===== src/rtl/ram_arb_pkg.sv =====
// Shared definitions for the RAM arbiter slice.
//   NREQ_MAX   : largest supported requester count
//   idx_w(n)   : bits needed to index n entries (never less than 1)
//   req_type_e : request type carried on we_i (RD = 0, WR = 1)
package ram_arb_pkg;

  localparam int unsigned NREQ_MAX = 8;

  typedef enum logic {
    RD = 1'b0,
    WR = 1'b1
  } req_type_e;

  function automatic int unsigned idx_w(input int unsigned n);
    int unsigned w;
    w = 1;
    while ((32'd1 << w) < n) begin
      w = w + 1;
    end
    return w;
  endfunction

endpackage


===== src/rtl/rr_arb.sv =====
// Round-robin arbiter with its own registered priority pointer.
// The search starts at the pointer and wraps modulo N; the first eligible
// index wins. After a grant to k the pointer moves to (k+1) mod N, with no
// grant it holds. The pointer resets to 0.
// Ports:
//   clk_i, rst_ni : clock, asynchronous active-low reset
//   eligible_i    : per-index request eligibility
//   gnt_o         : one-hot grant, combinational in the request cycle
module rr_arb
  import ram_arb_pkg::*;
#(
  parameter int unsigned N = 2
) (
  input  logic         clk_i,
  input  logic         rst_ni,
  input  logic [N-1:0] eligible_i,
  output logic [N-1:0] gnt_o
);

  localparam int unsigned W = idx_w(N);

  logic [W-1:0] ptr_q, ptr_d;
  logic [W-1:0] idx;
  logic         found;

  always_comb begin
    gnt_o = '0;
    ptr_d = ptr_q;
    found = 1'b0;
    idx   = '0;
    for (int unsigned i = 0; i < N; i++) begin
      idx = W'((32'(ptr_q) + i) % N);
      if (!found && eligible_i[idx]) begin
        found      = 1'b1;
        gnt_o[idx] = 1'b1;
        ptr_d      = W'((32'(idx) + 1) % N);
      end
    end
  end

  always_ff @(posedge clk_i or negedge rst_ni) begin
    if (!rst_ni) begin
      ptr_q <= '0;
    end else begin
      ptr_q <= ptr_d;
    end
  end

endmodule


===== src/rtl/ram_arb.sv =====
// Shares one simple dual-port RAM (one write port, one read port, 1-cycle
// registered read data) between NREQ requesters. Independent round-robin
// arbiters grant the write and the read port every cycle.
// Optional feature: define RAM_ARB_FWD_EN to forward write data to a read
// granted in the same cycle to the same address (new-data semantics).
// Ports:
//   clk_i, rst_ni            : clock, asynchronous active-low reset
//   req_i, we_i              : per-requester valid and type (1 = write)
//   addr_i, data_i           : packed per-requester address / write data
//   gnt_o                    : combinational grants (write | read)
//   rvalid_o, rdata_o        : one-hot read strobe, shared read data
//   ram_addrw_o, ram_data_o,
//   ram_we_o, ram_ena_o      : RAM write port
//   ram_addrr_o, ram_data_i  : RAM read port
module ram_arb
  import ram_arb_pkg::*;
#(
  parameter int unsigned NREQ  = 2,
  parameter int unsigned DSIZE = 32,
  parameter int unsigned ASIZE = 10
) (
  input  logic                  clk_i,
  input  logic                  rst_ni,
  input  logic [NREQ-1:0]       req_i,
  input  logic [NREQ-1:0]       we_i,
  input  logic [NREQ*ASIZE-1:0] addr_i,
  input  logic [NREQ*DSIZE-1:0] data_i,
  output logic [NREQ-1:0]       gnt_o,
  output logic [NREQ-1:0]       rvalid_o,
  output logic [DSIZE-1:0]      rdata_o,
  output logic [ASIZE-1:0]      ram_addrw_o,
  output logic [DSIZE-1:0]      ram_data_o,
  output logic                  ram_we_o,
  output logic                  ram_ena_o,
  output logic [ASIZE-1:0]      ram_addrr_o,
  input  logic [DSIZE-1:0]      ram_data_i
);

  logic [NREQ-1:0] elig_w, elig_r;
  logic [NREQ-1:0] gnt_w, gnt_r;
  logic [NREQ-1:0] rvalid_q;

  // Eligibility is masked by reset so nothing is granted while in reset.
  for (genvar k = 0; k < NREQ; k++) begin : g_elig
    assign elig_w[k] = rst_ni & req_i[k] & (req_type_e'(we_i[k]) == WR);
    assign elig_r[k] = rst_ni & req_i[k] & (req_type_e'(we_i[k]) == RD);
  end

  rr_arb #(
    .N (NREQ)
  ) u_arb_w (
    .clk_i      (clk_i),
    .rst_ni     (rst_ni),
    .eligible_i (elig_w),
    .gnt_o      (gnt_w)
  );

  rr_arb #(
    .N (NREQ)
  ) u_arb_r (
    .clk_i      (clk_i),
    .rst_ni     (rst_ni),
    .eligible_i (elig_r),
    .gnt_o      (gnt_r)
  );

  assign gnt_o = gnt_w | gnt_r;

  // Grants are one-hot, so OR-ing the selected fields is a plain mux.
  always_comb begin
    ram_addrw_o = '0;
    ram_data_o  = '0;
    ram_addrr_o = '0;
    for (int k = 0; k < int'(NREQ); k++) begin
      if (gnt_w[k]) begin
        ram_addrw_o = ram_addrw_o | addr_i[k*ASIZE +: ASIZE];
        ram_data_o  = ram_data_o | data_i[k*DSIZE +: DSIZE];
      end
      if (gnt_r[k]) begin
        ram_addrr_o = ram_addrr_o | addr_i[k*ASIZE +: ASIZE];
      end
    end
  end

  assign ram_we_o  = |gnt_w;
  assign ram_ena_o = |gnt_w;

  always_ff @(posedge clk_i or negedge rst_ni) begin
    if (!rst_ni) begin
      rvalid_q <= '0;
    end else begin
      rvalid_q <= gnt_r;
    end
  end

  assign rvalid_o = rvalid_q;

`ifdef RAM_ARB_FWD_EN
  logic             fwd_q;
  logic [DSIZE-1:0] fwd_data_q;

  // Read port address is 0 when idle, so a real read grant is required too.
  always_ff @(posedge clk_i or negedge rst_ni) begin
    if (!rst_ni) begin
      fwd_q      <= 1'b0;
      fwd_data_q <= '0;
    end else begin
      fwd_q      <= ram_we_o & (|gnt_r) & (ram_addrw_o == ram_addrr_o);
      fwd_data_q <= ram_data_o;
    end
  end

  assign rdata_o = fwd_q ? fwd_data_q : ram_data_i;
`else
  assign rdata_o = ram_data_i;
`endif

endmodule


===== config.mk =====
export PLATFORM = sky130hd
export DESIGN_NAME = ram_arb
export DESIGN_NICKNAME = d
export VERILOG_FILES = /design/src/rtl/ram_arb_pkg.sv /design/src/rtl/rr_arb.sv /design/src/rtl/ram_arb.sv
export SDC_FILE = /design/constraint.sdc
export NUM_CORES = 1
export LEC_CHECK = 0
export ABC_AREA = 1
export CAP_MARGIN = 25
export CORE_ASPECT_RATIO = 1.75
export CORE_MARGIN = 5
export CORE_UTILIZATION = 20
export DETAILED_ROUTE_END_ITERATION = 6
export GPL_TIMING_DRIVEN = 1
export PLACE_DENSITY_LB_ADDON = 0.1
export SETUP_SLACK_MARGIN = 0.05
export SYNTH_ARGS = -nofsm -noshare
export SYNTH_HDL_FRONTEND = slang
export SYNTH_SLANG_ARGS = --single-unit

===== constraint.sdc =====
create_clock -name clk_i -period 1.06 [get_ports clk_i]
set_input_delay 0.106 -clock clk_i [delete_from_list [all_inputs] [get_ports clk_i]]
set_output_delay 0.106 -clock clk_i [all_outputs]
set_load 0.02 [all_outputs]

### Yosys cells after proc, flatten, opt, wreduce, memory -nomap -nowiden

Index checks and enable logic that the tools add are counted.

| word-level totals | value |
|---|---|
| flip-flop bits (word level) | 4 |
| input bits | 122 |
| output and inout port bits | 90 |
| word-level logic and storage cells | 72 |

| cells by class | value |
|---|---|
| $add $sub $neg | 4 |
| order comparisons | 8 |
| multiplexer cells | 32 |
| bitwise operators | 14 |
| reduce and logical (&&, ||, !) cells | 11 |

Operators by type and width:

| kind | count |
|---|---|
| 32-bit 2-to-1 mux | 2 |
| 10-bit 2-to-1 mux | 4 |
| 32-bit OR | 1 |
| 10-bit OR | 2 |
| 1-bit 2-to-1 mux | 18 |
| 1-bit by 2-bit < comparator with 1-bit output (second input constant) | 4 |
| 2-bit 2-to-1 mux | 4 |
| 1-bit AND | 6 |
| 1-bit logical AND | 6 |
| 2-bit OR | 3 |
| 1-bit adder (second input constant) | 4 |
| 1-bit demux with 1-bit select | 4 |
| 1-bit greater-or-equal comparator (second input constant) | 4 |
| 2-bit nonzero test | 2 |
| 1-bit logical NOT | 2 |
| 1-bit NOT | 2 |
| 2-bit OR reduction | 1 |

### Logic depth before layout (Yosys ltp)

Gate-level depths: netlist (run 1).

| logic depth | value |
|---|---|
| depth after elaboration | 11 |
| depth in mapped cells | 6 |

### Hierarchy

From an unflattened synthesis (run 1), not the netlist that was laid out.

| second synthesis, totals | value |
|---|---|
| cells, all modules | 233 |
| area, all modules | 1182.4 um^2 |

Modules (own cells, without submodules):

| module | instances | cells each | area each (um^2) | sequential area each (um^2) |
|---|---|---|---|---|
| ram_arb | 1 | 214 | 1054.8 | 50.0 |
| rr_arb at u_arb_r | 1 | 8 | 63.8 | 25.0 |
| rr_arb at u_arb_w | 1 | 11 | 63.8 | 25.0 |

### Worst setup path after synthesis (run 1)

Ideal clock, no wire load.

| path | value |
|---|---|
| path type | register to output |
| from | reg u_arb_w.ptr_q |
| to | out ram_we_o |
| data arrival time | 1113 ps |
| data required time | 954 ps |
| path slack | -159 ps |
| stages on the path, launching flop included | 6 |
| buffers on the path | 1 |
| cell sequence | dfrtp_1 > inv_1 > nand4_1 > nand2_1 > nand2_1 > buf_4 |

| between the ends | value |
|---|---|
| word-level cells in the longest chain between the ends | 8 |
| elaborated cells on any way between the ends | 22 |

RTL lines:

| item | RTL line | text |
|---|---|---|
| from (decl) | rr_arb.sv:22 | `logic [W-1:0] ptr_q, ptr_d;` |
| from (signal assigned) | rr_arb.sv:45 | `ptr_q <= ptr_d;` |
| 1-bit adder, or another cell as far along | rr_arb.sv:32 | `idx = W'((32'(ptr_q) + i) % N);` |
| 1-bit by 2-bit < comparator with 1-bit output (implied by the code), or another cell as far along | rr_arb.sv:35 | `gnt_o[idx] = 1'b1;` |
| 1-bit logical AND (implied by the code) or 1-bit 2-to-1 mux (tied branches) | rr_arb.sv:35 |  |
| 1-bit 2-to-1 mux (implied by the code) or 1-bit demux with 1-bit select (tied branches) | - |  |
| 1-bit demux with 1-bit select or 2-bit 2-to-1 mux (tied branches) | - |  |
| 2-bit OR (no line) | - |  |
| 2-bit 2-to-1 mux * | rr_arb.sv:33 | `if (!found && eligible_i[idx]) begin` |
| 2-bit OR reduction * | - |  |
| to (decl) | ram_arb.sv:33 | `output logic ram_we_o,` |

Every way passes the cells marked *; elsewhere a longest branch is shown, timed or not. The select of a mux whose other input is x is not followed.

### Final worst setup path (run 1)

| path | value |
|---|---|
| from | reg u_arb_w.ptr_q |
| to | out ram_data_o[24] |

| between the ends | value |
|---|---|
| word-level cells in the longest chain between the ends | 10 |
| elaborated cells on any way between the ends | 24 |

RTL lines:

| item | RTL line | text |
|---|---|---|
| 1-bit adder, or another cell as far along | rr_arb.sv:32 |  |
| 1-bit by 2-bit < comparator with 1-bit output (implied by the code), or another cell as far along | rr_arb.sv:35 |  |
| 1-bit logical AND (implied by the code) or 1-bit 2-to-1 mux (tied branches) | rr_arb.sv:35 |  |
| 1-bit 2-to-1 mux (implied by the code) or 1-bit demux with 1-bit select (tied branches) | - |  |
| 1-bit demux with 1-bit select or 2-bit 2-to-1 mux (tied branches) | - |  |
| 2-bit OR (no line) | - |  |
| 2-bit 2-to-1 mux * | rr_arb.sv:33 |  |
| 32-bit 2-to-1 mux | ram_arb.sv:75 | `if (gnt_w[k]) begin` |
| 32-bit OR | ram_arb.sv:77 | `ram_data_o = ram_data_o \| data_i[k*DSIZE +: DSIZE];` |
| 32-bit 2-to-1 mux * | ram_arb.sv:75 |  |
| to (decl) | ram_arb.sv:32 | `output logic [DSIZE-1:0] ram_data_o,` |

Marks and branches as above.

==> metrics.json, run 1 <==
{
  "drt": {
    "drt-initial-drc-count": 106,
    "drc_errors": 0,
    "detail_route.first_pass.iterations": 4,
    "wl_per_cell_um": 16.4,
    "count_of_nets_left_with_antenna_violations_after_detail_routing": 0,
    "via_count": 2071,
    "drt-vias-per-instance": 4.69,
    "wl_mm": 7.23
  },
  "timing": {
    "finalCriticalPeriod_ns": 1.60,
    "finalSetupViolCount": 56,
    "final_max_slew_violation_count": 0,
    "tightest_slew_ns": 0.213,
    "timing.setup.tns_ns": -21.09,
    "report.final.hold_viol_count": 0,
    "fmax_mhz": 626,
    "period_utilisation_layout_pct": 151,
    "postLayoutSetupSlackWorst_ns": -0.538,
    "slew-limit-headroom_pct": 85.8,
    "finalClockSkew_ns": 0.00216,
    "rsz_0062_raised_after_global_routing": "true"
  },
  "grt": {
    "grt_start_max_net_pins": 31,
    "gr-usage-all-layers_pct": 16.5,
    "grt_overflow_total": 0,
    "initial_antenna_violation_count": 0,
    "grt_pass1_wl_mm": 10.8,
    "number_of_global_route_vias_before_repair": 2082
  },
  "pwr": {
    "clkPwrFrac_pct": 19.9,
    "worst_ir_drop_vdd_mv": 0.542,
    "internal_power_mw": 1.01,
    "switching_share_of_total_power_pct": 37.1,
    "power.sequential.fraction_pct": 11.8,
    "comb_power_share_pct": 68.3,
    "p_switching_uw": 595,
    "p_per_area_nw_per_um2": 565,
    "cellLeakagePower_nw": 1.43
  },
  "synthesis": {
    "cells_after_synth": 238,
    "syn_avg_cell_area_um2": 5.37,
    "postSynthRegisterBits": 4,
    "number_of_distinct_library_cells_after_synthesis": 13,
    "synth_area_um2": 1280,
    "synth_warnings": 0,
    "net_count_after_synthesis": 360,
    "yosysSeqAreaShare_pct": 7.83
  },
  "worst_hold_path": {
    "worst_hold_path_type": "input pin to output pin",
    "worst_hold_path_cell_count": 0
  },
  "placement": {
    "place.detailed.instances": 433,
    "detailed_place_hpwl_mm": 5.45,
    "gp_congestion": 0.808,
    "port-buffer-count": 147
  },
  "setup_path": {
    "endpoint_kind": "output pin",
    "worst_path_maximum_fanout": 30,
    "endpoint_required_time_on_the_critical_path_ns": 0.95,
    "critPathLaunchType": "flip-flop",
    "worst-r2r-cell-count": 6,
    "worstSetupPathType": "flip-flop to output pin",
    "crit_arrival_ns": 1.49
  },
  "floorplanning": {
    "ios": 212,
    "initial_core_util_pct": 20.5,
    "die_area_um2": 8160,
    "fp.dieW_um": 70.4,
    "fp.coreArea_um2": 6230,
    "chipHeight_um": 116,
    "row_count": 38
  },
  "flow_run": {
    "maxCapViolations": 0
  },
  "clock_network": {
    "cts_buffer_depth": 2,
    "clock_tree.htree_level_count": 1,
    "tritoncts": "done",
    "worst_skew_pair.late_latency_ns": 0.22,
    "cts_inserted_buffers": 3,
    "clock-sinks": 4,
    "clkSlewWorstSetupHoldPaths_ns": 0.03,
    "cts.root.buffer_cell": "clkbuf_8"
  },
  "layout": {
    "finish.net_count": 486,
    "postLayoutCoreUtil_pct": 45.6,
    "fillerInstances": 675,
    "share_of_cells_above_drive_strength_1_pct": 32.6,
    "num_antenna_cells": 0,
    "layoutNonFillerInstCount": 442,
    "layout-area-overhead-vs-synth_pct": 122
  },
  "run_status": {
    "violations_in_the_final_reports": "setup timing",
    "outcome": "complete, but fails checks"
  }
}
## layer usage
metal / global-route usage, % / vias to the layer above / share of wire (%)
met2: 34.0 / 93 / 58
met1: 14.9 / 936 / 31
met3: 3.91 / 24 / 9.0
met5: 0 / - / 0
met4: 6.39 / 0 / 2.2
li1: - / 1018 / -
## layout by cell type, fill, tap and decap left out, types with 4 or more instances in the layout
cell             instances
nand3_2                  8
buf_12                   7
dlygate4sd2_1            5
nand2_2                 15
buf_4                   16
nand2_1                 47
buf_6                   23
nand3_1                 94
buf_2                   33
nor2_4                   4
dfrtp_1                  4
clkdlybuf4s50_1         84
## worst paths after layout
path / from / to / slack [ns]
setup reg to reg: u_arb_r.ptr_q$_DFFE_PN0P_ / rvalid_o[0]$_DFF_PN0_ / 0.01
hold / removal: ram_data_i[13] / rdata_o[13] / 0.21
max in group asynchronous: rst_ni / u_arb_w.ptr_q$_DFFE_PN0P_ / 0.43
setup / recovery: u_arb_w.ptr_q$_DFFE_PN0P_ / ram_data_o[24] / -0.54
hold reg to reg: u_arb_r.ptr_q$_DFFE_PN0P_ / u_arb_r.ptr_q$_DFFE_PN0P_ / 0.57
min in group asynchronous: rst_ni / rvalid_o[0]$_DFF_PN0_ / 0.47
## power groups by stage
stage / logic (mW) / clock network, mW / registers (mW)
2_1_floorplan: 0.564 / 0 / 0.190
3_3_place_gp: 1.09 / 0 / 0.188
3_5_place_dp: 1.10 / 0 / 0.189
4_1_cts: 1.06 / 0.326 / 0.187
5_1_grt: 1.17 / 0.338 / 0.191
6_report: 1.10 / 0.320 / 0.189
## cell type report
cell class	instances	area [um^2]	area share [%]
clock buffers	3	41.3	1.45
inverters	6	22.5	0.793
multi-input cells	175	935	32.9
flip-flops and latches	4	100	3.53
well taps	80	100	3.53
repair buffers	174	1640	57.8
## synthesized netlist by cell type
| library cell | n | area share (%) |
|---|---|---|
| nand2_2 | 1 | 0.49 |
| dfrtp_1 | 4 | 7.8 |
| buf_4 | 36 | 21 |
| buf_2 | 12 | 4.7 |
| nor2_2 | 1 | 0.49 |
| nand3_1 | 104 | 41 |
| nand2_1 | 62 | 18 |
| clkbuf_1 | 5 | 1.5 |
| o21ai_0 | 2 | 0.78 |
| nor2_1 | 2 | 0.59 |
| nand4_1 | 2 | 0.98 |
| inv_1 | 6 | 1.8 |
| nor2_4 | 1 | 0.88 |
## kinds of logic (layout without fill, tap and decap cells)
group	Yosys count	after routing	share of synthesized area (%)
AO/OA/AOI/OAI	2	2	0.783
AND/OR/NAND/NOR	173	173	62.3
buffers and inverters	59	183	29.1
flip-flops	4	4	7.83
## critical path, cell delays in order (launching register included)
cell and delay [ns]:
dfrtp_1 0.39, inv_2 0.06, nand4_1 0.18, buf_12 0.23, nand3_1 0.07, nand2_1 0.06
clkdlybuf4s15_1 0.28
## per-stage QoR
stage	total power [mW]	hold slack, ns	cell area [um^2]	setup WS [ns]
floorplan	0.754	-0.190	1290	-0.122
global route	1.70	0.212	2840	-0.623
global placement	1.28	0.212	2750	-1.02
finish	1.61	0.212	2840	-0.538
detailed placement	1.28	0.212	2750	-1.02
CTS	1.57	0.212	2720	-0.588
## sequential cells by signal, indices dropped and copies added (netlist names)
name and flops:
rvalid_o 2, u_arb_w.ptr_q 1, u_arb_r.ptr_q 1
## what timing repair did
| item | 4_1_cts | 5_1_grt |
|---|---|---|
| gates cloned | 2 | 0 |
| pin swaps | 5 | 11 |
| setup endpoints to repair | 62 | 58 |
| gates resized for setup | 226 | 88 |
| hold endpoints to repair | 4 | 0 |
| setup buffers | 0 | 2 |
| hold buffers | 2 | 0 |
Note: power is estimated with default switching activity, not from simulation.
==> run 2: changes to the inputs <==
--- a/config.mk
+++ b/config.mk
@@ -11,8 +11,8 @@
 export CORE_MARGIN = 5
 export CORE_UTILIZATION = 20
 export DETAILED_ROUTE_END_ITERATION = 6
-export GPL_TIMING_DRIVEN = 1
 export PLACE_DENSITY_LB_ADDON = 0.1
+export RECOVER_POWER = 25
 export SETUP_SLACK_MARGIN = 0.05
 export SYNTH_ARGS = -nofsm -noshare
 export SYNTH_HDL_FRONTEND = slang
==> results of run 2 <==
No change in the layout: final DEF, timing and power equal those of run 1.
==> run 3: changes to the inputs <==
--- a/config.mk
+++ b/config.mk
@@ -5,11 +5,11 @@
 export SDC_FILE = /design/constraint.sdc
 export NUM_CORES = 1
 export LEC_CHECK = 0
-export ABC_AREA = 1
+export ABC_AREA = 0
 export CAP_MARGIN = 25
 export CORE_ASPECT_RATIO = 1.75
 export CORE_MARGIN = 5
-export CORE_UTILIZATION = 20
+export CORE_UTILIZATION = 18
 export DETAILED_ROUTE_END_ITERATION = 6
 export PLACE_DENSITY_LB_ADDON = 0.1
 export RECOVER_POWER = 25
==> run 3 against run 2 <==
- the run still ends with setup timing left
- final cell count shrank 18%
- flip-flop and latch count is the same
- register-to-register slack lost 0.22 ns
- routed wire length down 6.8%
- worst hold slack worse by 0.023 ns
- clock skew rose by 0.00053 ns
- via count fell by 16%
- non-clock buffer count is 18 higher
- power increased by 27%
- sequential share of layout area fell by 0.73 points
- die area is 4.4% lower
- synthesized area shrank 14%
- largest cell class unchanged
- largest power group unchanged
==> metrics.json, run 3 <==
{
  "run_status": {
    "outcome": "complete, but fails checks",
    "violations_in_the_final_reports": "setup timing"
  },
  "layout": {
    "largest_register_ffs": 2,
    "most-common-layout-cells": "84 x clkdlybuf4s50_1, 64 x buf_6, 30 x a22o_4",
    "share_of_cells_above_drive_strength_1_pct": 60.9,
    "layoutNonFillerInstCount": 362,
    "fillerInstances": 504,
    "finish.net_count": 408,
    "mostFrequentLayoutCell": "clkdlybuf4s50_1",
    "num_antenna_cells": 0,
    "layout-area-overhead-vs-synth_pct": 231
  },
  "worst_hold_path": {
    "worst_hold_path_type": "input pin to async pin"
  },
  "synthesis": {
    "yosys-top-cells-area": "a22o_1 26%, buf_4 25%, o2bb2ai_1 16%",
    "syn_avg_cell_area_um2": 8.28,
    "most_numerous_cell_in_the_yosys_netlist": "buf_4",
    "synth_top_area_cell": "a22o_1",
    "cells_after_synth": 132,
    "synth_top_area_share_pct": 25.6,
    "synth_edf_count": 0,
    "net_count_after_synthesis": 254,
    "postSynth.asyncResetShare_pct": 100,
    "synth_warnings": 0,
    "number_of_distinct_library_cells_after_synthesis": 23,
    "synth_area_um2": 1090,
    "ys_dominant_reg_cell": "dfrtp_1",
    "list_of_most_frequent_post_synthesis_cells": "37 x buf_4, 32 x a22o_1, 20 x o2bb2ai_1",
    "postSynthRegisterBits": 4,
    "yosysSeqAreaShare_pct": 9.15
  },
  "drt": {
    "wl_per_cell_um": 18.6,
    "via_count": 1733,
    "drt-vias-per-instance": 4.79,
    "detail_route.first_pass.iterations": 4,
    "drt-initial-drc-count": 18,
    "wl_mm": 6.74,
    "count_of_nets_left_with_antenna_violations_after_detail_routing": 0,
    "drc_errors": 0
  },
  "timing": {
    "timing.setup.tns_ns": -31.40,
    "finalCriticalPeriod_ns": 1.70,
    "final_max_slew_violation_count": 0,
    "postLayoutSetupSlackWorst_ns": -0.641,
    "tightest_slew_ns": 0.296,
    "rsz_0062_raised_after_global_routing": "true",
    "fmax_mhz": 588,
    "period_utilisation_layout_pct": 160,
    "finalSetupViolCount": 57,
    "slew-limit-headroom_pct": 80.3,
    "finalClockSkew_ns": 0.00269,
    "report.final.hold_viol_count": 0
  },
  "placement": {
    "gp_congestion": 0.720,
    "place.detailed.instances": 335,
    "detailed_place_hpwl_mm": 5.11,
    "port-buffer-count": 147
  },
  "setup_path": {
    "critical-path-max-stage-delay_ns": 0.43,
    "critical_path_slowest_stage_cell": "dfrtp_2",
    "worst_path_maximum_fanout": 5,
    "timing.critical_path.buf_inv": 3,
    "worstSetupPathType": "flip-flop to output pin",
    "critical_path.most_common_cell": "buf_6",
    "endpoint_kind": "output pin",
    "endpoint_required_time_on_the_critical_path_ns": 0.95,
    "crit_arrival_ns": 1.59,
    "critPathLaunchType": "flip-flop",
    "timing.critical_path.max_delay_family": "flip-flops",
    "critical_path.cell_chain": "and3b_2, nor2_4, buf_6, buf_16, a22o_4, buf_6"
  },
  "floorplanning": {
    "ios": 212,
    "initial_core_util_pct": 18.6,
    "fp.coreArea_um2": 5880,
    "fp.dieW_um": 68.9,
    "die_area_um2": 7800,
    "chipHeight_um": 113,
    "row_count": 37
  },
  "clock_network": {
    "clock-sinks": 4,
    "cts_buffer_depth": 2,
    "clock_tree.htree_level_count": 1,
    "clkSlewWorstSetupHoldPaths_ns": 0.03,
    "worst_skew_pair.late_latency_ns": 0.21,
    "tritoncts": "done",
    "cts_inserted_buffers": 3,
    "cts.root.buffer_cell": "clkbuf_8"
  },
  "grt": {
    "initial_antenna_violation_count": 0,
    "grt_pass1_wl_mm": 9.49,
    "gr-usage-all-layers_pct": 15.7,
    "grt_overflow_total": 0,
    "grt_start_max_net_pins": 13,
    "number_of_global_route_vias_before_repair": 1899
  },
  "pwr": {
    "worst_ir_drop_vdd_mv": 0.839,
    "cellLeakagePower_nw": 1.55,
    "p_per_area_nw_per_um2": 563
  },
  "flow_run": {
    "maxCapViolations": 0
  }
}
run 3: cell types whose count changed after synthesis, moves of 2 or more:
cell,change
nand2_1,-50
clkbuf_1,-4
inv_1,-4
nand4_1,-2
buf_6,+5
buf_2,-12
nor2_1,+2
o2bb2ai_1,+20
a22o_1,+32
nand3_1,-102
run 3: cells by family after synthesis:
| group | share of synthesized area (%) |
|---|---|
| AND/OR/NAND/NOR | 11.8 |
| buffers and inverters | 31.6 |
| AO/OA/AOI/OAI | 47.5 |
| flip-flops | 9.15 |
run 3: layout make-up:
cell class	instances	area, um^2	share of cell area, %
tap	78	97.6	2.70
inverter	2	11.3	0.311
timing repair buffer	192	2040	56.2
sequential	4	101	2.80
multi-input combinational	83	1330	36.8
clock buffer	3	41.3	1.14
run 3: routing by layer:
metal  share of wire, %  up-vias  GRT usage, %
met5                  0        -             0
met4               0.24        0          1.17
met3                 16        2          7.94
met2                 55      128          29.9
met1                 29      821          14.9
li1                   -      782             -
run 3: path summary, 6_finish.rpt:
check	start	end	slack, ns	cells after the start
max	u_arb_w.ptr_q$_DFFE_PN0P_	ram_data_o[12]	-0.64	6
min	rst_ni	u_arb_r.ptr_q$_DFFE_PN0P_	0.19	3
max reg2reg	u_arb_r.ptr_q$_DFFE_PN0P_	rvalid_o[1]$_DFF_PN0_	-0.21	6
min reg2reg	u_arb_w.ptr_q$_DFFE_PN0P_	u_arb_w.ptr_q$_DFFE_PN0P_	0.58	2
max in group asynchronous	rst_ni	u_arb_w.ptr_q$_DFFE_PN0P_	0.31	3
min in group clk_i	ram_data_i[24]	rdata_o[24]	0.21	0
run 3: where the power goes:
| group | switching [mW] | leakage [nW] | internal (mW) |
|---|---|---|---|
| Combinational | 0.622 | 1.48 | 0.902 |
| Clock | 0.0695 | 0.0216 | 0.241 |
| Sequential | 0.0272 | 0.0492 | 0.177 |
run 3: worst register-to-register path: stages, from the launching register on:
cell	delay, ns
dfrtp_1	0.38
buf_6	0.12
nor2_4	0.03
a211o_1	0.31
buf_12	0.19
buf_6	0.12
nor2_4	0.05
run 3: stage by stage:
step                worst slack (ns)  hold slack [ns]  instance area (um^2)  power [mW]  util [%]
floorplan                     -0.171           -0.190                  1680       0.939         -
global placement               -1.18            0.212                  3130        1.49      53.3
detailed placement             -1.21            0.212                  3130        1.50      53.3
CTS                           -0.660           0.0147                  3510        1.97      59.7
global route                  -0.698            0.212                  3620        2.15      61.6
finish                        -0.641            0.189                  3620        2.04      61.6
run 3: repair_timing:
action,4_1_cts,5_1_grt
setup endpoints to repair,62,60
hold buffers,0,1
resized for setup,354,31
setup buffers,16,6
hold endpoints to repair,0,2
pin swaps,2,9
cloned,5,1
